<file path="config.mk">
export PLATFORM = sky130hd
export DESIGN_NAME = f_fetch_stage_flat
export DESIGN_NICKNAME = d
export VERILOG_FILES = /design/src/rtl/f_fetch_stage_pkg.sv /design/src/rtl/f_fetch_stage_if.sv /design/src/rtl/f_tgt_buf.sv /design/src/rtl/f_fetch_stage.sv /design/src/flat_wrapper.sv
export SDC_FILE = /design/constraint.sdc
export NUM_CORES = 1
export LEC_CHECK = 0
export ABC_CLOCK_PERIOD_IN_PS = 1600
export BUFFER_PORTS_ARGS = -buffer_cell sky130_fd_sc_hd__clkbuf_2
export CAP_MARGIN = 20
export CORE_MARGIN = 2
export CORE_UTILIZATION = 50
export CTS_CLUSTER_SIZE = 40
export DETAILED_ROUTE_END_ITERATION = 8
export PLACE_DENSITY = 0.82
export SLEW_MARGIN = 20
export SYNTH_ARGS = -nofsm -noshare
export SYNTH_HDL_FRONTEND = slang
export SYNTH_SLANG_ARGS = --single-unit
</file>
<file path="constraint.sdc">
create_clock -name clk -period 1.6 [get_ports clk]
set_input_delay 0.08 -clock clk [delete_from_list [all_inputs] [get_ports clk]]
set_output_delay 0.08 -clock clk [all_outputs]
set_load 0.02 [all_outputs]
</file>
<file path="src/rtl/f_fetch_stage_pkg.sv">
// Shared constants and types for the F stage: memory window, reset PC,
// NOP encoding, next-PC op codes and the target-buffer state encoding.
package f_fetch_stage_pkg;

    localparam logic [31:0] DEF_RESET_PC = 32'h0000_3000;
    localparam logic [31:0] DEF_IM_BASE  = 32'h0000_3000;
    localparam logic [31:0] DEF_IM_TOP   = 32'h0000_6FFC;
    localparam logic [31:0] NOP_INSTR    = 32'h0000_0000;

    // Next-PC operation selected by the D stage; non-zero means redirect.
    typedef enum logic [1:0] {
        NPC_SEQ    = 2'b00,
        NPC_BRANCH = 2'b01,
        NPC_JUMP   = 2'b10,
        NPC_JR     = 2'b11
    } npc_op_e;

    // One-entry target buffer: empty, or holding a redirect target.
    typedef enum logic {
        TGT_IDLE = 1'b0,
        TGT_HOLD = 1'b1
    } tgt_state_e;

    // Fetch address is illegal when misaligned or outside the IM window.
    function automatic logic addr_is_bad(input logic [31:0] pc,
                                         input logic [31:0] base,
                                         input logic [31:0] top);
        return (pc[1:0] != 2'b00) || (pc < base) || (pc > top);
    endfunction

endpackage

</file>
<file path="src/rtl/f_fetch_stage_if.sv">
// Bundle between the F stage, the D-stage next-PC logic and instruction memory.
// The slave modport is the fetch stage; master is its environment.
interface f_fetch_stage_if;
    logic [31:0] NPC;
    logic        redirect;
    logic        stall;
    logic        im_ready;
    logic [31:0] i_inst_addr;
    logic [31:0] i_inst_rdata;
    logic [31:0] F_PC;
    logic [31:0] D_PC;
    logic [31:0] D_Instr;
    logic        D_valid;
    logic        D_excAdEL;

    modport master (
        output NPC, redirect, stall, im_ready, i_inst_rdata,
        input  i_inst_addr, F_PC, D_PC, D_Instr, D_valid, D_excAdEL
    );

    modport slave (
        input  NPC, redirect, stall, im_ready, i_inst_rdata,
        output i_inst_addr, F_PC, D_PC, D_Instr, D_valid, D_excAdEL
    );
endinterface

</file>
<file path="src/rtl/f_tgt_buf.sv">
// One-entry branch-target buffer. Captures a redirect target seen during an
// instruction-memory wait state so it survives until the delay slot is fetched.
module f_tgt_buf
    import f_fetch_stage_pkg::*;
(
    input  logic        clk,
    input  logic        reset,
    input  logic        stall_i,
    input  logic        im_ready_i,
    input  logic        redirect_i,
    input  logic [31:0] npc_i,
    output logic        tgt_valid_o,
    output logic [31:0] tgt_buf_o
);

    tgt_state_e  state_q;
    logic        tgt_valid_q;
    logic [31:0] tgt_buf_q;

    // Capture on redirect during a wait, consume on the next advance, hold on stall.
    always_ff @(posedge clk) begin
        if (!reset) begin
            state_q     <= TGT_IDLE;
            tgt_valid_q <= 1'b0;
            tgt_buf_q   <= '0;
        end else if (!stall_i) begin
            case (state_q)
                TGT_IDLE: begin
                    if (!im_ready_i && redirect_i) begin
                        tgt_buf_q   <= npc_i;
                        state_q     <= TGT_HOLD;
                        tgt_valid_q <= 1'b1;
                    end
                end
                TGT_HOLD: begin
                    if (im_ready_i) begin
                        state_q     <= TGT_IDLE;
                        tgt_valid_q <= 1'b0;
                    end
                end
                default: begin
                    state_q     <= TGT_IDLE;
                    tgt_valid_q <= 1'b0;
                end
            endcase
        end
    end

    assign tgt_valid_o = tgt_valid_q;
    assign tgt_buf_o   = tgt_buf_q;

endmodule

</file>
<file path="src/rtl/f_fetch_stage.sv">
// F-stage PC register and F/D pipeline register. A redirect arriving while
// instruction memory is waiting is parked in f_tgt_buf and applied once the
// delay slot has been fetched.
module f_fetch_stage
    import f_fetch_stage_pkg::*;
#(
    parameter logic [31:0] RESET_PC = DEF_RESET_PC,
    parameter logic [31:0] IM_BASE  = DEF_IM_BASE,
    parameter logic [31:0] IM_TOP   = DEF_IM_TOP
) (
    input  logic           clk,
    input  logic           reset,
    f_fetch_stage_if.slave bus
);

    logic [31:0] f_pc_q,    f_pc_d;
    logic [31:0] d_pc_q,    d_pc_d;
    logic [31:0] d_instr_q, d_instr_d;
    logic        d_valid_q, d_valid_d;
    logic        d_exc_q,   d_exc_d;

    logic        advance;
    logic        fetch_bad;
    logic        tgt_valid;
    logic [31:0] tgt_buf;

    assign advance   = !bus.stall && bus.im_ready;
    assign fetch_bad = addr_is_bad(f_pc_q, IM_BASE, IM_TOP);

    f_tgt_buf u_tgt_buf (
        .clk         (clk),
        .reset       (reset),
        .stall_i     (bus.stall),
        .im_ready_i  (bus.im_ready),
        .redirect_i  (bus.redirect),
        .npc_i       (bus.NPC),
        .tgt_valid_o (tgt_valid),
        .tgt_buf_o   (tgt_buf)
    );

    // Next state: advance fetches, a wait inserts a bubble, a stall holds everything.
    always_comb begin
        f_pc_d    = f_pc_q;
        d_pc_d    = d_pc_q;
        d_instr_d = d_instr_q;
        d_valid_d = d_valid_q;
        d_exc_d   = d_exc_q;
        if (advance) begin
            // A parked target wins over NPC, which is stale while D holds bubbles.
            f_pc_d    = tgt_valid ? tgt_buf : bus.NPC;
            d_pc_d    = f_pc_q;
            d_valid_d = 1'b1;
            d_exc_d   = fetch_bad;
            d_instr_d = fetch_bad ? NOP_INSTR : bus.i_inst_rdata;
        end else if (!bus.stall) begin
            d_pc_d    = '0;
            d_instr_d = NOP_INSTR;
            d_valid_d = 1'b0;
            d_exc_d   = 1'b0;
        end
    end

    // PC and F/D registers with synchronous active-low reset.
    always_ff @(posedge clk) begin
        if (!reset) begin
            f_pc_q    <= RESET_PC;
            d_pc_q    <= '0;
            d_instr_q <= NOP_INSTR;
            d_valid_q <= 1'b0;
            d_exc_q   <= 1'b0;
        end else begin
            f_pc_q    <= f_pc_d;
            d_pc_q    <= d_pc_d;
            d_instr_q <= d_instr_d;
            d_valid_q <= d_valid_d;
            d_exc_q   <= d_exc_d;
        end
    end

    assign bus.i_inst_addr = f_pc_q;
    assign bus.F_PC        = f_pc_q;
    assign bus.D_PC        = d_pc_q;
    assign bus.D_Instr     = d_instr_q;
    assign bus.D_valid     = d_valid_q;
    assign bus.D_excAdEL   = d_exc_q;

endmodule

</file>
<file path="src/flat_wrapper.sv">
// flat-port wrapper written by rule: the top's interface ports become plain ports
module f_fetch_stage_flat import f_fetch_stage_pkg::*;
#(
    parameter logic [31:0] RESET_PC = DEF_RESET_PC,
    parameter logic [31:0] IM_BASE  = DEF_IM_BASE,
    parameter logic [31:0] IM_TOP   = DEF_IM_TOP
)
  (clk, reset, bus_NPC, bus_redirect, bus_stall, bus_im_ready, bus_i_inst_rdata, bus_i_inst_addr, bus_F_PC, bus_D_PC, bus_D_Instr, bus_D_valid, bus_D_excAdEL);
  f_fetch_stage_if bus_i ();
  input  logic clk;
  input  logic reset;
  input wire logic [$bits(bus_i.NPC)-1:0] bus_NPC;
  input wire logic [$bits(bus_i.redirect)-1:0] bus_redirect;
  input wire logic [$bits(bus_i.stall)-1:0] bus_stall;
  input wire logic [$bits(bus_i.im_ready)-1:0] bus_im_ready;
  input wire logic [$bits(bus_i.i_inst_rdata)-1:0] bus_i_inst_rdata;
  output wire logic [$bits(bus_i.i_inst_addr)-1:0] bus_i_inst_addr;
  output wire logic [$bits(bus_i.F_PC)-1:0] bus_F_PC;
  output wire logic [$bits(bus_i.D_PC)-1:0] bus_D_PC;
  output wire logic [$bits(bus_i.D_Instr)-1:0] bus_D_Instr;
  output wire logic [$bits(bus_i.D_valid)-1:0] bus_D_valid;
  output wire logic [$bits(bus_i.D_excAdEL)-1:0] bus_D_excAdEL;
  assign bus_i.NPC = bus_NPC;
  assign bus_i.redirect = bus_redirect;
  assign bus_i.stall = bus_stall;
  assign bus_i.im_ready = bus_im_ready;
  assign bus_i.i_inst_rdata = bus_i_inst_rdata;
  assign bus_i_inst_addr = bus_i.i_inst_addr;
  assign bus_F_PC = bus_i.F_PC;
  assign bus_D_PC = bus_i.D_PC;
  assign bus_D_Instr = bus_i.D_Instr;
  assign bus_D_valid = bus_i.D_valid;
  assign bus_D_excAdEL = bus_i.D_excAdEL;
  f_fetch_stage #(.RESET_PC(RESET_PC), .IM_BASE(IM_BASE), .IM_TOP(IM_TOP)) u_core (.clk(clk), .reset(reset), .bus(bus_i));
endmodule
</file>
# == Yosys cells after proc, flatten, opt, wreduce, memory -nomap -nowiden ==
# Index checks and enable logic that the tools add are counted.
# totals
reg_bits,132
latch_bits,0
ramBits,0
rom_bits,0
inputBits,69
elab_cells,38
n_memories,0
# classes
add_sub_neg,0
mul,0
n_div,0
order_cmp,2
eq_ne,3
shift,0
muxes,14
n_bitwise,2
reduce_logical,9
# ops
cell,n
32-bit two-way mux,5
32-bit by 15-bit greater-than comparator with 1-bit output (second input constant),1
32-bit by 14-bit < comparator with 1-bit output (second input constant),1
1-bit two-way mux,7
3-bit AND reduction,2
2-bit inequality test (second input constant),2
1-bit one-hot mux with 2 select lines,2
1-bit logical AND,2
1-bit zero test,2
1-bit logical OR,2
2-bit by 1-bit inequality test with 1-bit output (second input constant),1
1-bit inverter,2
2-bit nonzero test,1

# == Longest topological paths before layout ==
# depth
word_depth,5
depth_mapped,7
depth_no_buf,4

# == By module ==
# From an unflattened synthesis, not the netlist that was laid out.
# unflattened
hier_cells,660
area_unflattened_um2,5884.4
# by_module_without_submodules
module,instances,cells_per_inst,area_per_inst_um2,seq_area_each_um2
f_fetch_stage,1,512,4501.8,1961.9
f_tgt_buf,1,148,1382.6,680.7

# == Worst setup path before layout ==
# No wires, ideal clock.
# synth_timing
path_type,flip-flop to flip-flop
from,register u_core.f_pc_q[14] (netlist: u_core.bus.F_PC[14])
to,register u_core.d_instr_q[10] (netlist: u_core.bus.D_Instr[10])
setup_ns,0.067
arrival_ns,1.331
setup_slack_ns,0.202
path_stages_with_launch,6
path_buffers,1
synth_period_minus_slack_ns,1.398
cell_sequence,dfxtp_1 a21boi_0 o211a_1 nand4_4 buf_6 o21ai_2
# synth_between
elab_chain_len,5
word_cells_on_any_way,6
# synth_rtl
item,line_no,rtl
from (decl),f_fetch_stage.sv:16,"logic [31:0] f_pc_q, f_pc_d;"
from (signal assigned),f_fetch_stage.sv:72,f_pc_q <= f_pc_d;
32-bit by 14-bit < comparator with 1-bit output,f_fetch_stage_pkg.sv:28,return (pc[1:0] != 2'b00) || (pc < base) || (pc > top);
1-bit logical OR,f_fetch_stage_pkg.sv:28,
1-bit logical OR *,f_fetch_stage_pkg.sv:28,
32-bit two-way mux *,f_fetch_stage.sv:54,d_instr_d = fetch_bad ? NOP_INSTR : bus.i_inst_rdata;
32-bit two-way mux *,f_fetch_stage.sv:48,if (advance) begin
to (signal assigned),f_fetch_stage.sv:74,d_instr_q <= d_instr_d;
to (decl),f_fetch_stage.sv:18,"logic [31:0] d_instr_q, d_instr_d;"
# Mark *: on every way between the ends. The rest lies on a longest branch, timed or not.
# A chain may end at the register's enable or synchronous reset.

# == Worst setup path after layout ==
# Ends and elaborated chain as after synthesis.

==> metrics list <==
- In this run the biggest area consumer among cell types represents 45.8% of the synthesized area.
- Once detail routing completed, the nets flagged for antenna violations numbered 0.
* IO Pins: 199
- After filler insertion, the fill cell instance count of the layout stands at 800.
* Cell Area, Synth: 5770 sq um
- After layout, the minimum clock period comes to 1.51 ns.
* Mean instance size in the synthesized netlist: 8.74 sq um
* Peak VDD IR: 792 uV
- The HPWL after detailed placement is 9.93 mm.
- Avg WL per Cell: 15.9 microns
- Antenna violations before repair: 0
* DR vias: 5447
- The later pin in the worst-skew pair is clocked with a latency of 0.42 ns.
* Capturing instance or port of the critical path: u_core.bus.D_Instr[10]
- The floorplan has 39 rows.
- Critical path startpoint category: flop
- Die H: 111 microns
- In this run, the number of DRC markers left after iteration 0 of detailed routing was 378.
- Via count of the first global-routing pass: 5159
* Most Crowded Layer GR: met2
- Relative max-transition margin: 58.5%
- Antenna diodes: 0
* Number of pins with negative max-slew slack in the final report: 0
- The final layout contains routed wiring with a total length of 16.7 mm.
* Number of buffers inserted during clock tree synthesis: 17
- Setup violations remaining at the end of the flow were counted as 0.
- Core Region: 11300 sq um
- Once the floorplan was initialized, standard cells occupied 50.9% of the core.
- Largest net degree at the start of global routing: 73
- Nets: 962
* Grt met3 use: 5.01%
- Setup_tns: 0 ns
* Synth Register Bits: 132
- The die is 111 microns wide.
- Class of the tightest hold or removal check: in -> reg
- Detailed Routing Iterations Pass 1: 6
- Unrepaired setup endpoints after global routing: false
- Launch point of the critical path: u_core.bus.F_PC[14]
* Sequential share of the synthesized area: 45.8%
- In the layout the commonest cells are sky130_fd_sc_hd__nand2_1 (196), sky130_fd_sc_hd__clkbuf_2 (196), sky130_fd_sc_hd__dfxtp_1 (131).
- Critical path data arrival time: 1.85 ns
- From synthesis to final layout, the design area changed by 40.2%.
- The first global-routing pass estimated 26.0 mm of wire.
- Maximum root-to-sink buffer count: 2
- # DRC: 0
* Global routing met2 resource utilization: 42.7%
- TritonCTS built the clock tree.
- Share of the clock period used by the worst path after layout: 94.3%
- The number of hold-slack violations in the final timing report is 0.
- The flow ran to the end, and the final reports show no timing, DRC or antenna violations.
- Final WS setup: 0.0911 ns
* Number of distinct standard cells referenced by the synthesized netlist: 31
- Slack of the worst reg-to-reg path: 0.09 ns
* Via-per-instance ratio: 5.20
- Along the worst path, the maximum fanout reaches 32.
- CTS H-tree depth: 4
* Max Clock Freq: 0.663 GHz
- Number of max-cap violations: 0
* Final Wtd Congestion: 0.818
* All-Layer GR Usage: 26.0%
- Register-to-Register Path Depth: 5
* Sequential Area: 2640 sq um
* Worst flop-to-flop path startpoint: u_core.bus.F_PC[14]
- Post-Place Setup Slack: 0.165 ns
* DIE AREA: 12400 sq um
* Net count of the mapped netlist: 729
- The critical path is of the reg -> reg type.
* Leakage component of the power: 3.83 nW
- The root buffer cell chosen for the clock tree is sky130_fd_sc_hd__clkbuf_16.
* Yosys warning count: 0
- The biggest area contributor in the post-synthesis netlist is sky130_fd_sc_hd__dfxtp_1.
* Instance count of the mapped netlist: 660
- Clock-pin slew was measured on the worst setup and hold paths at 0.06 ns.
- At the worst endpoint, the required time is 1.94 ns.
- The worst setup path is captured at a flop.
- Fraction of final layout cells with drive strength greater than 1: 33.7%
- For this design the ratio of total power to cell area is 1080 nW/um^2.
- Worst clock skew: 0.00865 ns
- Capturing point of the worst reg2reg path: u_core.bus.D_Instr[10]
* TritonCTS Sinks: 132
* IO buf count: 198
- Top post-synthesis cells by area: sky130_fd_sc_hd__dfxtp_1 (46%), sky130_fd_sc_hd__nand2_1 (13%), sky130_fd_sc_hd__mux2i_1 (5.6%)
- Global-route congestion overflow total: 0
- The multi-input combinational cells in the finished layout cover a total of 2620 sq um.
* Worst-margin pin slew: 0.622 ns
* GRT met1 Usage: 33.1%
==> power breakdown <==
| part | total, W | leakage (nW) | internal (W) | switching, W |
|---|---|---|---|---|
| registers | 0.00348 | 1.07 | 0.00340 | 0.0000854 |
| logic | 0.00117 | 2.46 | 0.000506 | 0.000663 |
| clock network | 0.00407 | 0.292 | 0.00267 | 0.00139 |
==> repair_timing <==
item                                    in CTS  in global routing
gates resized for setup                      0                  2
hold endpoints to repair                    66                  0
setup buffers                                0                  1
endpoints found under the setup margin       0                 32
hold buffers                                65                  0
==> worst max-delay path: stages (launching register included) <==
cell	delay, ns
sky130_fd_sc_hd__dfxtp_1	0.36
sky130_fd_sc_hd__a21boi_0	0.28
sky130_fd_sc_hd__o211a_1	0.27
sky130_fd_sc_hd__nand4_4	0.13
sky130_fd_sc_hd__buf_12	0.23
sky130_fd_sc_hd__o21ai_2	0.17
==> worst min path at each step <==
stage                                   start  depth (start not counted)                       endpoint
after floorplan                    bus_NPC[0]                          2  u_core.u_tgt_buf.tgt_buf_o[0]
after global placement    bus_i_inst_rdata[1]                          3          u_core.bus.D_Instr[1]
after detailed placement  bus_i_inst_rdata[1]                          3          u_core.bus.D_Instr[1]
after CTS                           bus_stall                          3       u_core.u_tgt_buf.state_q
after global routing                bus_stall                          3       u_core.u_tgt_buf.state_q
final                               bus_stall                          3       u_core.u_tgt_buf.state_q
==> sequential cells by signal, indices dropped and copies added (netlist names) <==
| register | cells |
|---|---|
| u_core.bus.F_PC | 32 |
| u_core.bus.D_excAdEL | 1 |
| u_core.u_tgt_buf.state_q | 1 |
| u_core.bus.D_PC | 32 |
| u_core.bus.D_Instr | 32 |
| u_core.u_tgt_buf.tgt_valid_o | 1 |
| u_core.u_tgt_buf.tgt_buf_o | 32 |
| u_core.bus.D_valid | 1 |
==> cell usage after synthesis (all sizes together) <==
| cell type | number |
|---|---|
| nand2b | 2 |
| nor3 | 2 |
| nor2b | 1 |
| or3 | 1 |
| mux2i | 32 |
| and3b | 1 |
| o211a | 31 |
| o211ai | 2 |
| and2 | 32 |
| a21boi | 34 |
| o21ai | 64 |
| o221a | 1 |
| nand4 | 1 |
| a41o | 1 |
| nand3 | 33 |
| nand2 | 196 |
| buf | 58 |
| a21oi | 1 |
| dfxtp | 132 |
| inv | 1 |
| nor4 | 5 |
| clkbuf | 29 |
==> through the flow <==
step / hold WS, ns / power (W) / instance area (sq um) / utilization, % / instances
2_1_floorplan: 0.215 / 0.00420 / 5770 / - / 660
3_3_place_gp: 0.308 / 0.00453 / 6800 / 60.0 / 951
6_report: 0.0507 / 0.00872 / 8080 / 71.4 / 1048
5_1_grt: 0.0527 / 0.00899 / 8080 / 71.4 / 1048
3_5_place_dp: 0.315 / 0.00455 / 6800 / 60.0 / 951
4_1_cts: 0.0332 / 0.00871 / 8060 / 71.2 / 1047
==> cell type report <==
type                            count  share of cell area, %
Clock inverter                      9                   1.89
Clock buffer                       22                   5.74
Multi-Input combinational cell    440                   32.5
Tap cell                          143                   2.21
Timing Repair Buffer              301                   24.9
Sequential cell                   132                   32.7
Inverter                            1                 0.0464
==> cells by family (layout without fill, tap and decap cells) <==
kind of cell | Yosys count | count (layout) | share of synthesized area, %
DFF | 132 | 132 | 45.8
muxes | 32 | 32 | 5.55
AOI/OAI and AO/OA | 134 | 134 | 18.0
and+or+nand+nor | 274 | 274 | 21.5
buffers and inverters | 88 | 333 | 9.13
==> per-layer routing <==
layer	wire, microns	part of all wire [%]
met5	0	0
met4	576	3.5
met3	1010	6.0
met2	8060	48
met1	7010	42
Power figures use the tool's default switching activity.
